$ cat src/rtl/apb_pkg.sv
// Shared types and constants for the APB master bridge.
package apb_pkg;

  typedef enum logic [1:0] {
    IDLE   = 2'd0,
    SETUP  = 2'd1,
    ACCESS = 2'd2
  } apb_state_t;

  localparam logic SLV_GPIO = 1'b0;
  localparam logic SLV_UART = 1'b1;

endpackage

$ cat src/rtl/apb_master_bridge_if.sv
// Command/response and APB bus bundle for apb_master_bridge.
// master: the bridge's view; slave: the requester + APB slaves' view.
interface apb_master_bridge_if #(
  parameter int DATA_WIDTH    = 32,
  parameter int ADDRESS_WIDTH = 32
);
  logic                     req_valid;
  logic                     req_ready;
  logic                     req_write;
  logic [ADDRESS_WIDTH-1:0] req_addr;
  logic [DATA_WIDTH-1:0]    req_wdata;
  logic                     rsp_valid;
  logic [DATA_WIDTH-1:0]    rsp_rdata;
  logic                     rsp_err;
  logic [ADDRESS_WIDTH-1:0] PADDR;
  logic                     PSEL1;
  logic                     PSEL2;
  logic                     PENABLE;
  logic                     PWRITE;
  logic [DATA_WIDTH-1:0]    PWDATA;
  logic [DATA_WIDTH-1:0]    PRDATA1;
  logic [DATA_WIDTH-1:0]    PRDATA2;
  logic                     PREADY1;
  logic                     PREADY2;
  logic                     PSLVERR1;
  logic                     PSLVERR2;

  modport master (
    input  req_valid, req_write, req_addr, req_wdata,
    input  PRDATA1, PRDATA2, PREADY1, PREADY2, PSLVERR1, PSLVERR2,
    output req_ready, rsp_valid, rsp_rdata, rsp_err,
    output PADDR, PSEL1, PSEL2, PENABLE, PWRITE, PWDATA
  );

  modport slave (
    output req_valid, req_write, req_addr, req_wdata,
    output PRDATA1, PRDATA2, PREADY1, PREADY2, PSLVERR1, PSLVERR2,
    input  req_ready, rsp_valid, rsp_rdata, rsp_err,
    input  PADDR, PSEL1, PSEL2, PENABLE, PWRITE, PWDATA
  );
endinterface

$ cat src/rtl/apb_slave_mux.sv
// Selects the ready/data/error return path of the currently addressed APB slave.
module apb_slave_mux
  import apb_pkg::*;
#(
  parameter int DATA_WIDTH = 32
) (
  input  logic                  slv,
  input  logic                  pready1,
  input  logic                  pready2,
  input  logic                  pslverr1,
  input  logic                  pslverr2,
  input  logic [DATA_WIDTH-1:0] prdata1,
  input  logic [DATA_WIDTH-1:0] prdata2,
  output logic                  pready,
  output logic                  pslverr,
  output logic [DATA_WIDTH-1:0] prdata
);

  // return-path selection by registered slave index
  always_comb begin
    pready  = 1'b0;
    pslverr = 1'b0;
    prdata  = '0;
    case (slv)
      SLV_GPIO: begin
        pready  = pready1;
        pslverr = pslverr1;
        prdata  = prdata1;
      end
      SLV_UART: begin
        pready  = pready2;
        pslverr = pslverr2;
        prdata  = prdata2;
      end
      default: begin
        pready  = 1'b0;
        pslverr = 1'b0;
        prdata  = '0;
      end
    endcase
  end

endmodule

$ cat src/rtl/apb_master_bridge.sv
// APB master bridge: valid/ready command in, SETUP/ACCESS toward GPIO (PSEL1) or UART (PSEL2).
// Optional ACCESS timeout enabled by defining APB_TIMEOUT_EN.
module apb_master_bridge
  import apb_pkg::*;
#(
  parameter int DATA_WIDTH     = 32,
  parameter int ADDRESS_WIDTH  = 32,
  parameter int SEL_BIT        = 4,
  parameter int TIMEOUT_CYCLES = 16
) (
  input  logic                PCLK,
  input  logic                PRESET,
  apb_master_bridge_if.master bus
);

  localparam logic [ADDRESS_WIDTH-1:0] ADDR_MASK = ~(ADDRESS_WIDTH'(1'b1) << SEL_BIT);

  apb_state_t            state;
  logic                  slv;
  logic                  sel_ready;
  logic                  sel_err;
  logic [DATA_WIDTH-1:0] sel_rdata;

`ifdef APB_TIMEOUT_EN
  localparam int TMO_W = $clog2(TIMEOUT_CYCLES + 1);
  logic [TMO_W-1:0] tmo_cnt;
`endif

  apb_slave_mux #(.DATA_WIDTH(DATA_WIDTH)) u_mux (
    .slv      (slv),
    .pready1  (bus.PREADY1),
    .pready2  (bus.PREADY2),
    .pslverr1 (bus.PSLVERR1),
    .pslverr2 (bus.PSLVERR2),
    .prdata1  (bus.PRDATA1),
    .prdata2  (bus.PRDATA2),
    .pready   (sel_ready),
    .pslverr  (sel_err),
    .prdata   (sel_rdata)
  );

  // transfer FSM with all bus and response outputs registered
  always_ff @(posedge PCLK) begin
    if (PRESET) begin
      state         <= IDLE;
      slv           <= SLV_GPIO;
      bus.req_ready <= 1'b1;
      bus.rsp_valid <= 1'b0;
      bus.rsp_rdata <= '0;
      bus.rsp_err   <= 1'b0;
      bus.PADDR     <= '0;
      bus.PSEL1     <= 1'b0;
      bus.PSEL2     <= 1'b0;
      bus.PENABLE   <= 1'b0;
      bus.PWRITE    <= 1'b0;
      bus.PWDATA    <= '0;
`ifdef APB_TIMEOUT_EN
      tmo_cnt       <= '0;
`endif
    end else begin
      bus.rsp_valid <= 1'b0;
      case (state)
        IDLE: begin
          if (bus.req_valid) begin
            bus.PADDR     <= bus.req_addr & ADDR_MASK;
            bus.PWRITE    <= bus.req_write;
            bus.PWDATA    <= bus.req_wdata;
            slv           <= bus.req_addr[SEL_BIT];
            bus.PSEL1     <= (bus.req_addr[SEL_BIT] == SLV_GPIO);
            bus.PSEL2     <= (bus.req_addr[SEL_BIT] == SLV_UART);
            bus.req_ready <= 1'b0;
            state         <= SETUP;
          end
        end
        SETUP: begin
          bus.PENABLE <= 1'b1;
`ifdef APB_TIMEOUT_EN
          tmo_cnt     <= '0;
`endif
          state       <= ACCESS;
        end
        ACCESS: begin
          if (sel_ready) begin
            bus.rsp_valid <= 1'b1;
            bus.rsp_err   <= sel_err;
            bus.rsp_rdata <= bus.PWRITE ? '0 : sel_rdata;
            bus.PSEL1     <= 1'b0;
            bus.PSEL2     <= 1'b0;
            bus.PENABLE   <= 1'b0;
            bus.req_ready <= 1'b1;
            state         <= IDLE;
          end
`ifdef APB_TIMEOUT_EN
          // this low-PREADY cycle is the TIMEOUT_CYCLES-th one: give up
          else if (tmo_cnt == TMO_W'(TIMEOUT_CYCLES - 1)) begin
            bus.rsp_valid <= 1'b1;
            bus.rsp_err   <= 1'b1;
            bus.rsp_rdata <= '0;
            bus.PSEL1     <= 1'b0;
            bus.PSEL2     <= 1'b0;
            bus.PENABLE   <= 1'b0;
            bus.req_ready <= 1'b1;
            state         <= IDLE;
          end else begin
            tmo_cnt <= tmo_cnt + TMO_W'(1);
          end
`endif
        end
        default: begin
          bus.PSEL1     <= 1'b0;
          bus.PSEL2     <= 1'b0;
          bus.PENABLE   <= 1'b0;
          bus.req_ready <= 1'b1;
          state         <= IDLE;
        end
      endcase
    end
  end

endmodule

$ cat src/flat_wrapper.sv
// flat-port wrapper written by rule: the top's interface ports become plain ports
module apb_master_bridge_flat import apb_pkg::*;
#(
  parameter int DATA_WIDTH     = 32,
  parameter int ADDRESS_WIDTH  = 32,
  parameter int SEL_BIT        = 4,
  parameter int TIMEOUT_CYCLES = 16
)
  (PCLK, PRESET, bus_req_valid, bus_req_write, bus_req_addr, bus_req_wdata, bus_PRDATA1, bus_PRDATA2, bus_PREADY1, bus_PREADY2, bus_PSLVERR1, bus_PSLVERR2, bus_req_ready, bus_rsp_valid, bus_rsp_rdata, bus_rsp_err, bus_PADDR, bus_PSEL1, bus_PSEL2, bus_PENABLE, bus_PWRITE, bus_PWDATA);
  apb_master_bridge_if #(.DATA_WIDTH(DATA_WIDTH), .ADDRESS_WIDTH(ADDRESS_WIDTH)) bus_i ();
  input  logic PCLK;
  input  logic PRESET;
  input wire logic [$bits(bus_i.req_valid)-1:0] bus_req_valid;
  input wire logic [$bits(bus_i.req_write)-1:0] bus_req_write;
  input wire logic [$bits(bus_i.req_addr)-1:0] bus_req_addr;
  input wire logic [$bits(bus_i.req_wdata)-1:0] bus_req_wdata;
  input wire logic [$bits(bus_i.PRDATA1)-1:0] bus_PRDATA1;
  input wire logic [$bits(bus_i.PRDATA2)-1:0] bus_PRDATA2;
  input wire logic [$bits(bus_i.PREADY1)-1:0] bus_PREADY1;
  input wire logic [$bits(bus_i.PREADY2)-1:0] bus_PREADY2;
  input wire logic [$bits(bus_i.PSLVERR1)-1:0] bus_PSLVERR1;
  input wire logic [$bits(bus_i.PSLVERR2)-1:0] bus_PSLVERR2;
  output wire logic [$bits(bus_i.req_ready)-1:0] bus_req_ready;
  output wire logic [$bits(bus_i.rsp_valid)-1:0] bus_rsp_valid;
  output wire logic [$bits(bus_i.rsp_rdata)-1:0] bus_rsp_rdata;
  output wire logic [$bits(bus_i.rsp_err)-1:0] bus_rsp_err;
  output wire logic [$bits(bus_i.PADDR)-1:0] bus_PADDR;
  output wire logic [$bits(bus_i.PSEL1)-1:0] bus_PSEL1;
  output wire logic [$bits(bus_i.PSEL2)-1:0] bus_PSEL2;
  output wire logic [$bits(bus_i.PENABLE)-1:0] bus_PENABLE;
  output wire logic [$bits(bus_i.PWRITE)-1:0] bus_PWRITE;
  output wire logic [$bits(bus_i.PWDATA)-1:0] bus_PWDATA;
  assign bus_i.req_valid = bus_req_valid;
  assign bus_i.req_write = bus_req_write;
  assign bus_i.req_addr = bus_req_addr;
  assign bus_i.req_wdata = bus_req_wdata;
  assign bus_i.PRDATA1 = bus_PRDATA1;
  assign bus_i.PRDATA2 = bus_PRDATA2;
  assign bus_i.PREADY1 = bus_PREADY1;
  assign bus_i.PREADY2 = bus_PREADY2;
  assign bus_i.PSLVERR1 = bus_PSLVERR1;
  assign bus_i.PSLVERR2 = bus_PSLVERR2;
  assign bus_req_ready = bus_i.req_ready;
  assign bus_rsp_valid = bus_i.rsp_valid;
  assign bus_rsp_rdata = bus_i.rsp_rdata;
  assign bus_rsp_err = bus_i.rsp_err;
  assign bus_PADDR = bus_i.PADDR;
  assign bus_PSEL1 = bus_i.PSEL1;
  assign bus_PSEL2 = bus_i.PSEL2;
  assign bus_PENABLE = bus_i.PENABLE;
  assign bus_PWRITE = bus_i.PWRITE;
  assign bus_PWDATA = bus_i.PWDATA;
  apb_master_bridge #(.DATA_WIDTH(DATA_WIDTH), .ADDRESS_WIDTH(ADDRESS_WIDTH), .SEL_BIT(SEL_BIT), .TIMEOUT_CYCLES(TIMEOUT_CYCLES)) u_core (.PCLK(PCLK), .PRESET(PRESET), .bus(bus_i));
endmodule
$ cat config.mk
export PLATFORM = sky130hd
export DESIGN_NAME = apb_master_bridge_flat
export DESIGN_NICKNAME = d
export VERILOG_FILES = /design/src/rtl/apb_pkg.sv /design/src/rtl/apb_master_bridge_if.sv /design/src/rtl/apb_slave_mux.sv /design/src/rtl/apb_master_bridge.sv /design/src/flat_wrapper.sv
export SDC_FILE = /design/constraint.sdc
export NUM_CORES = 1
export LEC_CHECK = 0
export ABC_AREA = 1
export BUFFER_PORTS_ARGS = -buffer_cell sky130_fd_sc_hd__clkbuf_2
export CAP_MARGIN = 15
export CORE_MARGIN = 5
export CORE_UTILIZATION = 48
export DETAILED_ROUTE_END_ITERATION = 12
export GPL_TIMING_DRIVEN = 0
export PLACE_DENSITY = 0.86
export SETUP_SLACK_MARGIN = 0.1
export SYNTH_ARGS = -nofsm -noshare
export SYNTH_HDL_FRONTEND = slang
export SYNTH_HIERARCHICAL = 1
export SYNTH_SLANG_ARGS = --single-unit
$ cat constraint.sdc
create_clock -name PCLK -period 3.8 [get_ports PCLK]
set_input_delay 1.14 -clock PCLK [delete_from_list [all_inputs] [get_ports PCLK]]
set_output_delay 1.14 -clock PCLK [all_outputs]
set_load 0.02 [all_outputs]
==> results.py <==
metrics = {
    "synth": {
        "yosysTopAreaCell": "dfxtp_1",
        "synthArstFlopShare_pct": 0,
        "synth.area.top_cells": "dfxtp_1 (50%), nand2_1 (12%), nor2_1 (11%)",
        "ys_types": 24,
        "synth_top_area_share_pct": 49.51,
        "synth_ff_type": "dfxtp_1",
        "synth_common_cells": "nand2_1 (134), nor2_1 (130), dfxtp_1 (105)",
        "ys_seq_area_share_pct": 49.51,
        "synth-edff-count": 0,
        "yosys_warnings": 6,
        "syn_avg_cell_area_um2": 7.383,
        "syn_area_um2": 4245,
        "synth_most_common_cell": "nand2_1",
        "ys_seq_elements": 105,
        "netlist_instances": 575,
        "syn_nets": 711,
    },
    "route": {
        "vias": 4559,
        "routed_wl_mm": 12.85,
        "first_iter_violations": 157,
        "drtPass1Iterations": 5,
        "wire_per_inst_um": 13.73,
        "vias_per_cell": 4.871,
        "drc_errors": 0,
        "antenna_left": 0,
    },
    "worst_hold_path": {
        "hold_path_class": "reg2reg",
        "min_to": "u_core/bus.req_ready$_SDFFE_PP1P_",
        "whs_path_depth": 2,
        "hold_start": "u_core/bus.req_ready$_SDFFE_PP1P_",
    },
    "cts": {
        "cts_root_buf": "clkbuf_8",
        "clock_path_buffers": 2,
        "clk_latency_ns": 0.35,
        "cts.sinks": 105,
        "cts_hold_buf": 0,
        "cts_tree": "done",
        "clk_pin_slew_worst_paths_ns": 0.10,
        "h-tree-depth": 3,
        "cts_setup_buffers": 0,
        "post_cts_resized": 0,
        "cts_made_buffers": 9,
    },
    "die": {
        "ios": 239,
        "dieArea_um2": 10830,
        "die_w_um": 104.0,
        "row_count": 34,
        "core-area_um2": 8678,
        "initial_core_util_pct": 48.92,
        "fp.dieH_um": 104.0,
    },
    "setup_path": {
        "crit_family": "flip-flops",
        "required_ns": 2.66,
        "reg2reg_slack_ns": 2.27,
        "cp_max_fo": 2,
        "end_kind": "output port",
        "cpPeakStageDelay_ns": 0.39,
        "worst_r2r_endpoint": "u_core/bus.rsp_rdata[26]$_SDFFE_PP0P_",
        "path_cells": "clkbuf_2",
        "path_buf_inv": 1,
        "r2r_cells": 7,
        "crit_type": "reg2out",
        "reg2reg_from": "u_core/slv$_SDFFE_PP0P_",
        "cp-start-kind": "flip-flop",
        "slowest_stage": "dfxtp_1",
        "crit_arrival_ns": 0.92,
    },
    "timing": {
        "fin_crit_sh_pct": 54.34,
        "setup_viol": 0,
        "hold_violations": 0,
        "fmax_ghz": 0.4843,
        "fin_setup_tns_ns": 0,
        "rsz0062_at_grt": "false",
        "finalClockSkew_ns": 0.01115,
        "period_needed_ns": 2.065,
        "maxSlewViolCount": 0,
    },
    "grt": {
        "grt_pass1_wl_mm": 21.22,
        "grt_remaining_overflow": 0,
        "antenna_found_initial": 0,
        "grt_pass1_vias": 4470,
        "grt_start_max_net_pins": 18,
        "grt_use_total_pct": 23.44,
    },
    "status": {
        "status": "finished clean",
    },
    "place": {
        "place.gp.congestion": 0.8616,
        "io_buffers": 237,
        "hpwl_mm": 10.60,
        "dp_cells": 920,
    },
    "layout": {
        "multi_input_area_um2": 1794,
        "fillers": 749,
        "layout-drive-gt1-share_pct": 35.51,
        "fin_cells": 936,
        "fin_util_pct": 66.51,
        "diodes": 0,
        "area_growth_pct": 35.96,
        "regArea_um2": 2102,
        "layout.nets": 959,
    },
    "pwr": {
        "intPower_mw": 1.706,
        "power_switching_mw": 0.7292,
        "p_clk_share_pct": 28.6,
        "power_frac_seq_pct": 49.8,
        "combPwrFrac_pct": 21.5,
        "p_leak_nw": 3.016,
        "power_density_nw_per_um2": 422.0,
        "ir_worst_vdd_uv": 182.3,
        "switching_share_pct": 29.94,
    },
    "job": {
        "drv_cap": 0,
    },
}
routing by layer:
metal	global-route usage [%]	wire, µm	up-vias
met2	41.62	6511	218
met4	8.511	227	0
met5	0	0	-
met3	6.083	1034	20
li1	-	-	2327
met1	26.96	5077	1994
kinds of logic (layout without fill, tap and decap cells):
kind of cell    Yosys count  in the layout  synth area share (%)
simple gates            314            314                 30.03
flops                   105            105                 49.51
compound gates          103            103                 12.14
buf+inv                  52            305                 8.223
other cells               1              1               0.08833
through the flow:
step | power [mW] | worst slack (ns) | hold slack (ns) | area, µm²
global placement | 1.748 | 1.627 | 0.4432 | 5567
detailed placement | 1.767 | 1.571 | 0.4433 | 5567
global route | 2.577 | 1.677 | 0.4934 | 5772
floorplan | 1.558 | 1.947 | 0.4506 | 4245
CTS | 2.463 | 1.706 | 0.4681 | 5772
finish | 2.436 | 1.735 | 0.4673 | 5772
tightest hold or removal path, cell delays in order (launching register included):
cell and delay [ns]:
dfxtp_1 0.34, nand2_1 0.05, nand3_1 0.05
layout make-up:
type,instances,area share (%)
inverters,10,0.8238
well taps,108,2.341
clock buffers,11,2.450
plain buffers,42,5.224
multi-input cells,418,31.09
flip-flops and latches,105,36.42
repair buffers,237,20.55
clock inverters,5,1.106
worst max path at each step:
stage / startpoint / to / depth (start not counted)
3_3_place_gp: bus_PREADY2 / u_core/bus.rsp_rdata[22]$_SDFFE_PP0P_ / 6
6_report: u_core/bus.rsp_rdata[26]$_SDFFE_PP0P_ / bus_rsp_rdata[26] / 1
5_1_grt: u_core/bus.PSEL2$_SDFFE_PP0P_ / bus_PSEL2 / 1
2_1_floorplan: bus_PREADY2 / u_core/bus.rsp_rdata[0]$_SDFFE_PP0P_ / 5
4_1_cts: u_core/bus.PSEL2$_SDFFE_PP0P_ / bus_PSEL2 / 1
3_5_place_dp: bus_PREADY2 / u_core/bus.rsp_rdata[26]$_SDFFE_PP0P_ / 6
cells in the final DEF (no fill, tap or decap):
cell type,count
a21oi_1,6
buf_2,6
buf_4,5
buf_6,14
buf_8,1
bufinv_16,1
clkbuf_1,16
clkbuf_2,238
clkbuf_8,10
clkinv_4,2
clkinvlp_4,1
conb_1,1
dfxtp_1,105
inv_1,8
inv_4,1
inv_6,1
inv_8,1
nand2_1,134
nand2_2,10
nand2_4,1
nand3_1,34
nand3_2,1
nand3b_1,1
nand4_1,1
nor2_1,130
nor2_4,1
nor3_1,1
o21ai_0,67
o21ai_1,30
sequential cells by signal (all words and copies together), names as in the netlist:
signal and flops:
u_core/bus.PWDATA 32, u_core/bus.rsp_rdata 32, u_core/bus.PADDR 31, u_core/state 2
u_core/bus.PENABLE 1, u_core/bus.PSEL1 1, u_core/bus.PSEL2 1, u_core/bus.PWRITE 1
u_core/bus.req_ready 1, u_core/bus.rsp_err 1, u_core/bus.rsp_valid 1, u_core/slv 1
power by group through the flow:
stage	clock, mW	sequential [mW]	combinational [mW]
5_1_grt	0.773	1.22	0.580
3_3_place_gp	0	1.24	0.512
3_5_place_dp	0	1.24	0.527
6_report	0.697	1.21	0.525
4_1_cts	0.720	1.21	0.528
2_1_floorplan	0	1.33	0.232
No activity file was read; power rests on OpenSTA's default activity.
